### src/rtl/approx_add_err_monitor.sv
`default_nettype none
// ============================================================================
// Module   : approx_add_err_monitor
// Brief    : Drives operand pairs into an external combinational approximate
//            adder, compares its result to the exact sum and accumulates
//            sample count, error count, worst-case error and summed |error|.
//            Operands come from an exhaustive sweep or a Galois LFSR.
// Revision : 1.0 - initial release
// ============================================================================
module approx_add_err_monitor #(
  parameter int W     = 16,
  parameter int CNT_W = 33,
  parameter int ACC_W = 50
) (
  input  logic             clk,
  input  logic             rst_n,
  input  logic             start,
  input  logic             abort,
  input  logic             mode,
  input  logic [CNT_W-1:0] n_samples,
  input  logic [2*W-1:0]   seed,
  output logic [W-1:0]     add_a,
  output logic [W-1:0]     add_b,
  input  logic [W:0]       add_o,
  output logic             busy,
  output logic             done,
  output logic [CNT_W-1:0] samples,
  output logic [CNT_W-1:0] err_cnt,
  output logic [W:0]       wce,
  output logic [ACC_W-1:0] sae
);

  localparam int LW = 2 * W;

  // Right-shifting Galois feedback masks. Only the listed widths are known
  // maximal-length; any other width gets a simple nonzero fallback mask.
  function automatic logic [LW-1:0] taps_for_width();
    logic [63:0] t;
    case (LW)
      8:       t = 64'h0000_0000_0000_00B8;   // x^8+x^6+x^5+x^4+1
      16:      t = 64'h0000_0000_0000_B400;   // x^16+x^14+x^13+x^11+1
      32:      t = 64'h0000_0000_8020_0003;   // x^32+x^22+x^2+x+1
      64:      t = 64'hD800_0000_0000_0000;   // x^64+x^63+x^61+x^60+1
      default: t = (64'd1 << (LW - 1)) | 64'd1;
    endcase
    return t[LW-1:0];
  endfunction

  localparam logic [LW-1:0]    C_TAPS      = taps_for_width();
  localparam logic [CNT_W-1:0] C_EXH_TOTAL = {{(CNT_W-LW-1){1'b0}}, 1'b1, {LW{1'b0}}};
  localparam logic [CNT_W-1:0] C_CNT_ONE   = {{(CNT_W-1){1'b0}}, 1'b1};
  localparam logic [LW-1:0]    C_LFSR_ONE  = {{(LW-1){1'b0}}, 1'b1};

  typedef enum logic [2:0] {
    S_IDLE   = 3'd0,
    S_RUN    = 3'd1,
    S_DRAIN1 = 3'd2,
    S_DRAIN2 = 3'd3,
    S_DONE   = 3'd4
  } state_t;

  state_t             state_q, state_d;
  logic               mode_q, mode_d;
  logic [CNT_W-1:0]   total_q, total_d;
  logic [CNT_W-1:0]   issued_q, issued_d;
  logic [LW-1:0]      lfsr_q, lfsr_d;
  logic [W-1:0]       add_a_q, add_a_d;
  logic [W-1:0]       add_b_q, add_b_d;
  logic               busy_q, busy_d;
  logic               done_q, done_d;
  logic               v1_q, v1_d;
  logic [W:0]         o1_q, o1_d;
  logic [W:0]         exact1_q, exact1_d;
  logic [CNT_W-1:0]   samples_q, samples_d;
  logic [CNT_W-1:0]   err_cnt_q, err_cnt_d;
  logic [W:0]         wce_q, wce_d;
  logic [ACC_W-1:0]   sae_q, sae_d;

  logic [LW-1:0]      lfsr_step;
  logic [LW-1:0]      seed_nz;
  logic [CNT_W-1:0]   n_nz;
  logic [W:0]         err;
  logic [ACC_W:0]     sae_sum;
  logic               in_run;
  logic               kill;

  // Next-state logic: sequencer FSM, operand generation, capture stage and stats stage
  always_comb begin
    state_d   = state_q;
    mode_d    = mode_q;
    total_d   = total_q;
    issued_d  = issued_q;
    lfsr_d    = lfsr_q;
    add_a_d   = add_a_q;
    add_b_d   = add_b_q;
    done_d    = 1'b0;
    samples_d = samples_q;
    err_cnt_d = err_cnt_q;
    wce_d     = wce_q;
    sae_d     = sae_q;

    // Capture stage: adder output and exact reference for the pair on the bus now
    v1_d      = 1'b0;
    o1_d      = add_o;
    exact1_d  = {1'b0, add_a_q} + {1'b0, add_b_q};

    lfsr_step = {1'b0, lfsr_q[LW-1:1]} ^ (lfsr_q[0] ? C_TAPS : '0);
    seed_nz   = (seed == '0) ? C_LFSR_ONE : seed;
    n_nz      = (n_samples == '0) ? C_CNT_ONE : n_samples;
    err       = (o1_q >= exact1_q) ? (o1_q - exact1_q) : (exact1_q - o1_q);
    sae_sum   = {1'b0, sae_q} + {{(ACC_W-W){1'b0}}, err};
    in_run    = (state_q == S_RUN) || (state_q == S_DRAIN1) || (state_q == S_DRAIN2);
    kill      = abort && in_run;

    // Stats stage: an abort discards whatever is still in flight
    if (v1_q && !kill) begin
      if (samples_q != '1) samples_d = samples_q + C_CNT_ONE;
      if ((err != '0) && (err_cnt_q != '1)) err_cnt_d = err_cnt_q + C_CNT_ONE;
      if (err > wce_q) wce_d = err;
      sae_d = sae_sum[ACC_W] ? '1 : sae_sum[ACC_W-1:0];
    end

    case (state_q)
      S_IDLE, S_DONE: begin
        state_d = S_IDLE;
        if (start) begin
          state_d   = S_RUN;
          mode_d    = mode;
          total_d   = mode ? n_nz : C_EXH_TOTAL;
          lfsr_d    = seed_nz;
          issued_d  = C_CNT_ONE;
          add_a_d   = mode ? seed_nz[W-1:0]  : '0;
          add_b_d   = mode ? seed_nz[LW-1:W] : '0;
          samples_d = '0;
          err_cnt_d = '0;
          wce_d     = '0;
          sae_d     = '0;
        end
      end
      S_RUN: begin
        if (abort) begin
          state_d = S_IDLE;
        end else begin
          v1_d = 1'b1;
          if (issued_q == total_q) begin
            state_d = S_DRAIN1;
          end else begin
            issued_d = issued_q + C_CNT_ONE;
            if (mode_q) begin
              lfsr_d  = lfsr_step;
              add_a_d = lfsr_step[W-1:0];
              add_b_d = lfsr_step[LW-1:W];
            end else begin
              add_a_d = issued_q[W-1:0];
              add_b_d = issued_q[LW-1:W];
            end
          end
        end
      end
      S_DRAIN1: state_d = abort ? S_IDLE : S_DRAIN2;
      S_DRAIN2: begin
        if (abort) begin
          state_d = S_IDLE;
        end else begin
          state_d = S_DONE;
          done_d  = 1'b1;
        end
      end
      default: state_d = S_IDLE;
    endcase

    busy_d = (state_d == S_RUN) || (state_d == S_DRAIN1) || (state_d == S_DRAIN2);
  end

  // State register; a reset abandons any run without a done pulse
  always_ff @(posedge clk) begin
    if (!rst_n) begin
      state_q   <= S_IDLE;
      mode_q    <= 1'b0;
      total_q   <= '0;
      issued_q  <= '0;
      lfsr_q    <= C_LFSR_ONE;
      add_a_q   <= '0;
      add_b_q   <= '0;
      busy_q    <= 1'b0;
      done_q    <= 1'b0;
      v1_q      <= 1'b0;
      o1_q      <= '0;
      exact1_q  <= '0;
      samples_q <= '0;
      err_cnt_q <= '0;
      wce_q     <= '0;
      sae_q     <= '0;
    end else begin
      state_q   <= state_d;
      mode_q    <= mode_d;
      total_q   <= total_d;
      issued_q  <= issued_d;
      lfsr_q    <= lfsr_d;
      add_a_q   <= add_a_d;
      add_b_q   <= add_b_d;
      busy_q    <= busy_d;
      done_q    <= done_d;
      v1_q      <= v1_d;
      o1_q      <= o1_d;
      exact1_q  <= exact1_d;
      samples_q <= samples_d;
      err_cnt_q <= err_cnt_d;
      wce_q     <= wce_d;
      sae_q     <= sae_d;
    end
  end

  assign add_a   = add_a_q;
  assign add_b   = add_b_q;
  assign busy    = busy_q;
  assign done    = done_q;
  assign samples = samples_q;
  assign err_cnt = err_cnt_q;
  assign wce     = wce_q;
  assign sae     = sae_q;

endmodule
`default_nettype wire

### config.mk
export PLATFORM = sky130hd
export DESIGN_NAME = approx_add_err_monitor
export DESIGN_NICKNAME = d
export VERILOG_FILES = /design/src/rtl/approx_add_err_monitor.sv
export SDC_FILE = /design/constraint.sdc
export NUM_CORES = 1
export LEC_CHECK = 0
export ABC_AREA = 1
export CAP_MARGIN = 20
export CORE_MARGIN = 3
export CORE_UTILIZATION = 50
export DETAILED_ROUTE_END_ITERATION = 7
export PLACE_DENSITY = 0.74
export SKIP_LAST_GASP = 1
export SLEW_MARGIN = 15
export SYNTH_ARGS = -nofsm -noshare
export SYNTH_HDL_FRONTEND = slang
export SYNTH_SLANG_ARGS = --single-unit
### constraint.sdc
create_clock -name clk -period 7 [get_ports clk]
set_input_delay 1.4 -clock clk [delete_from_list [all_inputs] [get_ports clk]]
set_output_delay 1.4 -clock clk [all_outputs]
set_load 0.02 [all_outputs]
==> qor.json <==
{
  "place": {
    "gp_congestion": 0.979,
    "quantity_of_i_o_buffers_inserted_on_ports": 253,
    "dpl-instance-area_mm2": 0.0218,
    "post-dp-hpwl_um": 48700,
    "place_ws_ps": 2180
  },
  "pwr": {
    "irDropWorstVdd_uv": 238,
    "power.density_cell_area_mw_per_mm2": 233,
    "power_leakage_uw": 0.00974
  },
  "global_routing": {
    "antenna_found_initial": 2,
    "grt_start_max_net_pins": 104,
    "globalRoute.totalOverflow": 0,
    "groute.usage.overall": 0.306,
    "grt_pass1_vias": 18800,
    "global_route_wire_length_before_repair_um": 101000
  },
  "die": {
    "initial_utilization": 0.513,
    "ioPinCount": 254,
    "chipWidth_um": 201,
    "core_region_area_mm2": 0.0370,
    "overall_die_height_um": 201,
    "num_rows": 70,
    "die_footprint_mm2": 0.0403
  },
  "critical_path": {
    "endpoint": "wce[10]",
    "timing.critical_path.buf_inv": 3,
    "timing.reg2reg.setup_slack_ps": 2130,
    "r2r_end": "wce[10]",
    "worstRegToRegCells": 21,
    "cp_cell_sequence": "inv_1 -> ha_1 -> inv_1 -> fa_1 -> nand3_1 -> nand3_1 -> nand2_1 -> nand2_1 -> a21oi_1 -> xor2_1 -> nand2_1 -> nand2_1 -> inv_1 -> ha_1 -> nand2_1 -> nor3_1 -> nand3_1 -> o21ai_0 -> nand3_1 -> o21ai_0 -> a21oi_1",
    "timing.critical_path.slowest_cell_delay_ps": 760,
    "critPathArrivalTime_ps": 5270,
    "critPathLaunchType": "flip-flop",
    "crit_path_max_fanout": 32,
    "critical-path-top-delay-family": "simple AND/OR/NAND/NOR gates",
    "cp-startpoint": "o1_q[0]",
    "crit_slowest_cell": "nand3_1",
    "cp-end-kind": "flip-flop",
    "required_ps": 7400,
    "path_depth": 21,
    "rr_startpoint": "o1_q[0]",
    "crit_top_cell": "nand2_1",
    "crit_type": "flip-flop to flip-flop"
  },
  "detailed_routing": {
    "detailroute.via_count": 20400,
    "vias_per_cell": 5.58,
    "routed_wl_um": 64200,
    "detail_route.iter0.violations": 1715,
    "route.detailed.drc": 0,
    "tritonroute_pass_1_iters": 6,
    "detail-route-antenna-nets": 0,
    "detail_route.wl_per_cell_um": 17.6
  },
  "synth": {
    "synth-warning-count": 0,
    "synth_ff_type": "dfxtp_1",
    "netlist_top_cells_area": "dfxtp_1 32%, nand2_1 15%, inv_1 7.4%",
    "synth_edf_count": 0,
    "yosysUniqueCellTypes": 53,
    "yosys.area.top_type": "dfxtp_1",
    "netlist.area_leader.share": 0.321,
    "yosysSeqAreaShare": 0.321,
    "postSynthCellCount": 2927,
    "post_synth.cell_area_avg_um2": 6.48,
    "netlist_area_mm2": 0.0190,
    "synth-seq-cells": 304,
    "asyncSetResetFlopFracSynth": 0,
    "postSynthNetCount": 3106
  },
  "cts": {
    "tritoncts": "built",
    "cts.repair.resized": 0,
    "clockBufferDepth": 3,
    "cts_hold_buf": 0,
    "clock_insertion_delay_worst_skew_ps": 560,
    "clock_sinks": 304,
    "postCtsSetupRepairBufs": 0,
    "worst_setup_hold_path_clk_slew_ps": 60,
    "clk_root_buffer_cell": "clkbuf_16",
    "numCtsBuffers": 36,
    "cts-htree-levels": 2
  },
  "sta": {
    "worst_pin_slew_ps": 1130,
    "tns_ps": 0,
    "final_min_period_over_clock_period": 0.696,
    "maxClockFrequency_ghz": 0.205,
    "clock-skew-final_ps": 17.4,
    "maxSlewViolCount": 0,
    "setup_viol_count_final": 0,
    "rsz_0062_raised_after_global_routing": "no",
    "layout_setup_ws_ps": 2130,
    "final_hold_viol_count": 0,
    "layout_min_cycle_time_ps": 4870,
    "slew-limit-headroom": 0.245
  },
  "status": {
    "status": "finished, final reports clean"
  },
  "layout": {
    "final_standard_cell_utilization_of_the_core": 0.625,
    "area.growth.synth_to_final_pct": 21.9,
    "finish.instance_area_mm2": 0.0231,
    "layout_nets": 3306,
    "antenna_cells": 0,
    "fillCellCount": 3528,
    "proportion_of_layout_cells_with_a_drive_suffix_above_1": 0.0384
  },
  "worst_hold_path": {
    "worstHoldPathType": "flip-flop to flip-flop"
  },
  "flow_run": {
    "cap_viol_max_count": 0
  }
}
[placed cells by master (no fill, tap or decap), types with 5 or more instances in the layout]
cell / count
nor4_1: 46
o22ai_1: 5
o221ai_1: 7
clkbuf_1: 5
nand3_1: 174
buf_4: 12
nand2_2: 13
dfxtp_1: 304
a21oi_1: 212
xor2_1: 64
clkbuf_8: 6
nand3b_1: 5
nand4_1: 72
o31ai_1: 6
o21bai_1: 5
xnor2_1: 34
o21a_1: 6
inv_1: 372
a32o_1: 27
clkdlybuf4s50_1: 252
inv_2: 11
clkinv_2: 6
clkbuf_16: 37
bufinv_16: 7
ha_1: 88
nor2_1: 299
o21ai_0: 204
a31oi_1: 5
nor2_2: 7
nand2_1: 734
nor3_1: 76
[layer usage]
metal  up-vias  GRT usage  wire, um
li1       9998          -         -
met1      9455      0.417     28100
met2       823      0.492     29100
met3       132     0.0477      4830
met4         0      0.111      2220
met5         -          0         0
[Yosys cell counts (10+ instances only)]
master,n
nand3_1,174
a32o_1,27
nand4_1,72
nor3_1,77
xnor2_1,34
ha_1,88
nand2_1,735
inv_2,10
nor4_1,46
clkbuf_1,84
inv_1,373
xor2_1,64
a21oi_1,212
nor2_1,301
dfxtp_1,304
nand2_2,12
o21ai_0,204
buf_1,10
[registers in the layout, summed over array words and instances (netlist names), 3 cells and up]
signal,flops
lfsr_q,32
state_q,3
issued_q,33
exact1_q,17
err_cnt,33
total_q,33
wce,17
o1_q,17
add_a,16
add_b,16
sae,50
samples,33
[worst min-delay path by stage]
stage / startpoint / endpoint / slack [ps] / cells past startpoint
after floorplan: lfsr_q[1] / lfsr_q[1] / 440 / 2
after global placement: lfsr_q[26] / lfsr_q[26] / 450 / 2
after detailed placement: lfsr_q[24] / lfsr_q[24] / 450 / 2
after CTS: lfsr_q[24] / lfsr_q[24] / 460 / 2
after global routing: lfsr_q[24] / lfsr_q[24] / 480 / 2
final: lfsr_q[26] / lfsr_q[26] / 460 / 2
[metrics by stage]
stage	std cells	total power, uW	hold slack, ps
detailed placement	3593	3320	453
global route	3658	5670	476
CTS	3658	5400	462
floorplan	2927	2890	439
global placement	3593	3310	449
finish	3658	5390	462
[power by group]
| group | internal (uW) | switching (uW) | total, uW | leakage (uW) |
|---|---|---|---|---|
| Clock | 1290 | 782 | 2080 | 0.000645 |
| Combinational | 487 | 966 | 1450 | 0.00663 |
| Sequential | 1800 | 62.6 | 1860 | 0.00247 |
| Total | 3580 | 1810 | 5390 | 0.00974 |
[cell type report]
| cell class | count | area [um2] | share of cell area |
|---|---|---|---|
| inverters | 386 | 1450 | 0.0627 |
| multi-input cells | 2134 | 11000 | 0.477 |
| clock buffers | 48 | 1030 | 0.0445 |
| flip-flops and latches | 304 | 6090 | 0.263 |
| clock inverters | 17 | 275 | 0.0119 |
| well taps | 504 | 631 | 0.0273 |
| repair buffers | 265 | 2620 | 0.113 |
[logic make-up (layout without fill, tap and decap cells)]
kind of cell | count (synthesis) | in the layout | synth area share
xor+xnor | 98 | 98 | 0.0453
fa+ha+maj | 92 | 92 | 0.0623
compound gates | 500 | 500 | 0.147
simple gates | 1444 | 1444 | 0.326
flops | 304 | 304 | 0.321
buf+inv | 489 | 716 | 0.0987
[worst min-delay path, stage by stage, from the launching register on]
cell and delay (ps):
dfxtp_1 310, nand2_1 60, a21oi_1 50
Power figures use the tool's default switching activity.
